### config.mk
export PLATFORM = sky130hd
export DESIGN_NAME = zx_io_ctrl
export DESIGN_NICKNAME = d
export VERILOG_FILES = /design/src/rtl/zx_io_pkg.sv /design/src/rtl/zx_int_gen.sv /design/src/rtl/zx_io_ctrl.sv
export SDC_FILE = /design/constraint.sdc
export NUM_CORES = 1
export LEC_CHECK = 0
export BUFFER_PORTS_ARGS = -buffer_cell sky130_fd_sc_hd__buf_2
export CAP_MARGIN = 20
export CORE_MARGIN = 4
export CORE_UTILIZATION = 41
export DETAILED_ROUTE_END_ITERATION = 12
export PLACE_DENSITY = 0.86
export SETUP_SLACK_MARGIN = 0.4
export SLEW_MARGIN = 20
export SYNTH_ARGS = -nofsm -noshare
export SYNTH_HDL_FRONTEND = slang
export SYNTH_SLANG_ARGS = --single-unit
### constraint.sdc
create_clock -name clk -period 4.7 [get_ports clk]
set_input_delay 1.41 -clock clk [delete_from_list [all_inputs] [get_ports clk]]
set_output_delay 1.41 -clock clk [all_outputs]
set_load 0.02 [all_outputs]
### src/rtl/zx_io_pkg.sv
// Shared field positions and interrupt FSM state type for the ZX I/O controller.
// Pure declarations; no logic, no latency, no flow control.
// Used by zx_io_ctrl and zx_int_gen.
package zx_io_pkg;

    localparam int ULA_BORDER_LSB = 0;
    localparam int ULA_BORDER_W   = 3;
    localparam int ULA_MIC_BIT    = 3;
    localparam int ULA_BEEPER_BIT = 4;

    localparam int PG_PAGE_LSB = 0;
    localparam int PG_PAGE_W   = 3;
    localparam int PG_SCR_BIT  = 4'd3;
    localparam int PG_ROM_BIT  = 4;
    localparam int PG_LOCK_BIT = 5;

    localparam int KBD_ROWS = 8;
    localparam int KBD_COLS = 5;

    typedef enum logic {
        INT_IDLE   = 1'b0,
        INT_ASSERT = 1'b1
    } int_state_t;

endpackage

### src/rtl/zx_int_gen.sv
// Frame interrupt generator: vsync rising edge holds n_int low for INT_LEN clk or until ack.
// Latency: n_int falls one clk after the edge and rises one clk after timeout/ack.
// No backpressure; edges arriving while asserted are dropped.
module zx_int_gen
    import zx_io_pkg::*;
#(
    parameter int INT_LEN   = 32,
    parameter int INT_CNT_W = 8
) (
    input  logic clk,
    input  logic reset,
    input  logic vsync_in,
    input  logic ack,
    output logic n_int
);

    localparam logic [INT_CNT_W-1:0] CNT_LOAD = INT_CNT_W'(INT_LEN - 1);

    int_state_t            state;
    int_state_t            state_nxt;
    logic [INT_CNT_W-1:0]  cnt;
    logic [INT_CNT_W-1:0]  cnt_nxt;
    logic                  vsync_q;

    always_ff @(posedge clk or posedge reset) begin
        if (reset) begin
            state   <= INT_IDLE;
            cnt     <= '0;
            vsync_q <= 1'b0;
        end else begin
            state   <= state_nxt;
            cnt     <= cnt_nxt;
            vsync_q <= vsync_in;
        end
    end

    // Edges seen in ASSERT (including its final cycle) are not remembered.
    always_comb begin
        state_nxt = state;
        cnt_nxt   = cnt;
        case (state)
            INT_IDLE: begin
                if (vsync_in && !vsync_q) begin
                    state_nxt = INT_ASSERT;
                    cnt_nxt   = CNT_LOAD;
                end
            end
            INT_ASSERT: begin
                if ((cnt == '0) || ack) begin
                    state_nxt = INT_IDLE;
                    cnt_nxt   = '0;
                end else begin
                    cnt_nxt = cnt - INT_CNT_W'(1);
                end
            end
            default: begin
                state_nxt = INT_IDLE;
                cnt_nxt   = '0;
            end
        endcase
    end

    assign n_int = (state != INT_ASSERT);

endmodule

### src/rtl/zx_io_ctrl.sv
// ZX Spectrum style I/O: ULA port FE (border/mic/beeper, keyboard/ear read), frame interrupt, optional 7FFD paging (ZX_PAGING_EN).
// Latency: port writes visible 1 clk after the registered strobe edge; reads are combinational.
// No backpressure; one register update per write strobe regardless of its length.
module zx_io_ctrl
    import zx_io_pkg::*;
#(
    parameter int INT_LEN   = 32,
    parameter int INT_CNT_W = 8
) (
    input  logic        clk,
    input  logic        reset,
    input  logic [15:0] a,
    input  logic [7:0]  d_in,
    input  logic        n_iorq,
    input  logic        n_rd,
    input  logic        n_wr,
    input  logic        n_m1,
    input  logic        vsync_in,
    input  logic [39:0] kbd,
    input  logic        ear_in,
    output logic [7:0]  d_out,
    output logic        d_oe,
    output logic [2:0]  border,
    output logic        beeper,
    output logic        mic,
    output logic        n_int,
    output logic [2:0]  ram_page,
    output logic        scr_sel,
    output logic        rom_sel,
    output logic        pg_lock
);

    logic iorq_q;
    logic rd_q;
    logic wr_q;
    logic m1_q;
    logic sampled;
    logic wr_hist;
    logic wr_n_now;
    logic wr_stb;
    logic ack;
    logic [KBD_COLS-1:0] k;
    logic unused_bits;

    always_ff @(posedge clk or posedge reset) begin
        if (reset) begin
            iorq_q  <= 1'b1;
            rd_q    <= 1'b1;
            wr_q    <= 1'b1;
            m1_q    <= 1'b1;
            sampled <= 1'b0;
            wr_hist <= 1'b1;
        end else begin
            iorq_q  <= n_iorq;
            rd_q    <= n_rd;
            wr_q    <= n_wr;
            m1_q    <= n_m1;
            sampled <= 1'b1;
            // Until the bus has really been sampled, treat the strobe as already
            // active so one held through reset release never looks like a new edge.
            wr_hist <= sampled ? wr_n_now : 1'b0;
        end
    end

    assign wr_n_now = iorq_q | wr_q;
    assign wr_stb   = wr_hist & ~wr_n_now & m1_q;
    assign ack      = ~m1_q & ~iorq_q;

    always_ff @(posedge clk or posedge reset) begin
        if (reset) begin
            border <= '0;
            mic    <= 1'b0;
            beeper <= 1'b0;
        end else if (wr_stb && !a[0]) begin
            border <= d_in[ULA_BORDER_LSB +: ULA_BORDER_W];
            mic    <= d_in[ULA_MIC_BIT];
            beeper <= d_in[ULA_BEEPER_BIT];
        end
    end

    always_comb begin
        k = '1;
        for (int r = 0; r < KBD_ROWS; r++) begin
            if (!a[8 + r]) begin
                k = k & kbd[KBD_COLS * r +: KBD_COLS];
            end
        end
    end

    assign d_oe  = ~n_iorq & ~n_rd & n_m1 & ~a[0];
    assign d_out = d_oe ? {1'b1, ear_in, 1'b1, k} : 8'hFF;

`ifdef ZX_PAGING_EN
    always_ff @(posedge clk or posedge reset) begin
        if (reset) begin
            ram_page <= '0;
            scr_sel  <= 1'b0;
            rom_sel  <= 1'b0;
            pg_lock  <= 1'b0;
        end else if (wr_stb && !a[15] && !a[1] && a[0] && !pg_lock) begin
            ram_page <= d_in[PG_PAGE_LSB +: PG_PAGE_W];
            scr_sel  <= d_in[PG_SCR_BIT];
            rom_sel  <= d_in[PG_ROM_BIT];
            pg_lock  <= d_in[PG_LOCK_BIT];
        end
    end

    assign unused_bits = ^{rd_q, a[7:2], d_in[7:6]};
`else
    assign ram_page = '0;
    assign scr_sel  = 1'b0;
    assign rom_sel  = 1'b0;
    assign pg_lock  = 1'b0;

    assign unused_bits = ^{rd_q, a[15], a[7:1], d_in[7:5]};
`endif

    zx_int_gen #(
        .INT_LEN   (INT_LEN),
        .INT_CNT_W (INT_CNT_W)
    ) u_int_gen (
        .clk      (clk),
        .reset    (reset),
        .vsync_in (vsync_in),
        .ack      (ack),
        .n_int    (n_int)
    );

endmodule

==> results.ini <==
[status]
status = finished, final reports clean

[sta]
rsz0062_at_grt = false
hold-worst-slack_ps = 459.0
report.final.slew_viol_count = 0
fmax_ghz = 0.2509
fin_tns_setup_ps = 0
timing.final.crit_period_ps = 3986
hold_viol_final = 0
setup_viol = 0
max_slew_margin_pct = 52.70
clock_skew_ps = 9.216
fin_crit_sh_pct = 84.80
worst_pin_slew_ps = 707.6

[finish]
diodes = 0
layout_common_cells = buf_2 (74), o22ai_1 (20), dfrtp_1 (16), conb_1 (9), o41ai_1 (6)
layout-drive-gt1-share_pct = 46.81
stdcell_count = 218
area_delta_synth_final_pct = 34.46
nNetsFinal = 263
layout_commonest_cell = buf_2

[floorplan]
die-height_um = 60.99
die_x_um = 60.99
rows = 18
initial_core_util_pct = 44.83
io-pin-count = 93
die_area_um2 = 3719
coreArea_um2 = 2567

[cts]
root_buffer = clkbuf_4
clk_pin_slew_worst_paths_ps = 100
cts_hold_buf = 0
postCtsSetupBuffers = 0
tritoncts = done
ctsLongestPathBuffers = 2
ctsResizeCount = 0
htree_levels = 1
cts_buffers = 3
worst_skew_pair.late_latency_ps = 300
clock-sinks = 20

[detailed_routing]
drtIter0Drc = 82
avgViaCountPerCell = 5.431
dr.pass1.iters = 4
num_vias = 1184
ant_nets = 0
drt-total-wl_um = 3268
routedWlPerCell_um = 14.99
drc_errors = 0

[placement]
dp.final_hpwl_um = 2764
place_congestion = 0.8656
place_inst = 214
io_buffers = 74

[logic_synthesis]
synth-seq-cells = 20
ys.flop_type = dfrtp_1
seq_area_frac_synth_pct = 43.91
async_reset_ff_share_pct = 100.0
yosysWarnings = 0
synth_edf_count = 0
synth.avg_cell_area_um2 = 10.28
synth_cell_type_count = 34
synthesis.area_um2 = 1151
syn_inst = 112

[pwr]
ir_drop_v = 0.0003311
power.switching_uw = 205.0
power.share.sequential_pct = 48.2
power_density_nw_per_um2 = 351.8
p_int_uw = 339.5
pwr-share-comb_pct = 36.6
clkPwrFrac_pct = 15.2
leakage_nw = 0.7375
sw_frac_of_total_pct = 37.66

[worst_setup_path]
critPathCaptureType = output port
crit_fanout = 7
worstPathRequired_ps = 3290
r2r_slack_ps = 2920
worstPathArrival_ps = 2580
worstSetupStartpointType = input pin
path_class = in -> out

[global_routing]
track_usage_pct = 16.95
grt_pass1_vias = 1117
antenna_found_initial = 0
overflow = 0
grt_max_degree = 21
grt_pass1_wl_um = 4816

[hold_path]
hold_path.class = reg -> reg

[job]
cap_viol_max_count = 0

-- power by group through the flow --
| stage | clock [mW] | sequential (mW) | combinational, mW |
|---|---|---|---|
| CTS | 0.0852 | 0.261 | 0.200 |
| finish | 0.0827 | 0.262 | 0.199 |
| detailed placement | 0 | 0.265 | 0.200 |
| global route | 0.0939 | 0.271 | 0.221 |
| floorplan | 0 | 0.268 | 0.128 |
| global placement | 0 | 0.263 | 0.195 |
-- area by class of cell --
type | instances | area [um2]
flip-flops and latches | 20 | 505.5
well taps | 30 | 37.54
clock buffers | 4 | 26.28
multi-input cells | 84 | 585.6
inverters | 6 | 22.52
repair buffers | 74 | 370.4
fillers | 233 | 1020
-- cell usage after synthesis (all sizes together) (2+ instances only) --
cell | number | area [um2]
conb | 2 | 7.510
mux2 | 5 | 56.30
dfstp | 4 | 105.1
nand2 | 5 | 18.77
ha | 2 | 25.02
o22ai | 21 | 137.6
nor2 | 4 | 15.01
buf | 8 | 60.06
a31oi | 4 | 25.02
or4 | 2 | 18.77
o21ai | 2 | 10.01
a21oi | 5 | 25.02
dfrtp | 16 | 400.4
o22a | 2 | 17.52
inv | 5 | 18.77
o21a | 3 | 22.52
nor3 | 2 | 10.01
o41ai | 6 | 52.55
-- state kept, by name (all words and copies together), names as in the netlist --
register and flops:
u_int_gen.cnt 8, border 3, beeper 1, iorq_q 1
m1_q 1, mic 1, sampled 1, u_int_gen.state 1
u_int_gen.vsync_q 1, wr_hist 1, wr_q 1
-- metal layers --
metal / up-vias / global-route usage (%) / routed length [um]
met4: 0 / 4.334 / 20
met3: 2 / 3.191 / 248
met1: 556 / 23.11 / 1337
li1: 579 / - / -
met2: 47 / 27.79 / 1662
met5: - / 0 / 0
-- path summary, 6_finish.rpt --
kind / startpoint / cells after the start / endpoint
setup / recovery: a[0] / 4 / d_out[4]
hold / removal: sampled$_DFF_PP0_ / 1 / wr_hist$_DFF_PP1_
setup reg to reg: u_int_gen.cnt[0]$_DFFE_PP0P_ / 6 / u_int_gen.cnt[7]$_DFFE_PP0P_
hold reg to reg: sampled$_DFF_PP0_ / 1 / wr_hist$_DFF_PP1_
max in group asynchronous: reset / 2 / u_int_gen.cnt[0]$_DFFE_PP0P_
min in group asynchronous: reset / 2 / u_int_gen.cnt[3]$_DFFE_PP0P_
-- cell families (layout without fill, tap and decap cells) --
family / count (synthesis) / after routing / share of synthesized area (%)
other: 2 / 9 / 0.6524
adder cells (fa/ha/maj): 2 / 2 / 2.174
multiplexers: 5 / 5 / 4.891
AO/OA/AOI/OAI: 49 / 49 / 31.20
buffers and inverters: 15 / 84 / 7.500
AND/OR/NAND/NOR: 19 / 19 / 9.675
flip-flops: 20 / 20 / 43.91
-- critical path, stage by stage --
cell     delay, ps
buf_2          110
nor4b_2        650
o41ai_1        190
buf_2          210
-- per-stage QoR --
stage               util [%]  power (mW)  setup slack [ps]  area (um2)
floorplan                  -      0.3961             774.7        1177
global placement       59.26      0.4575             731.7        1521
detailed placement     59.26      0.4646             729.5        1521
CTS                    60.28      0.5469             727.2        1548
global route           60.28      0.5862             628.8        1548
finish                 60.28      0.5445             714.2        1548
No activity file was read; power rests on OpenSTA's default activity.
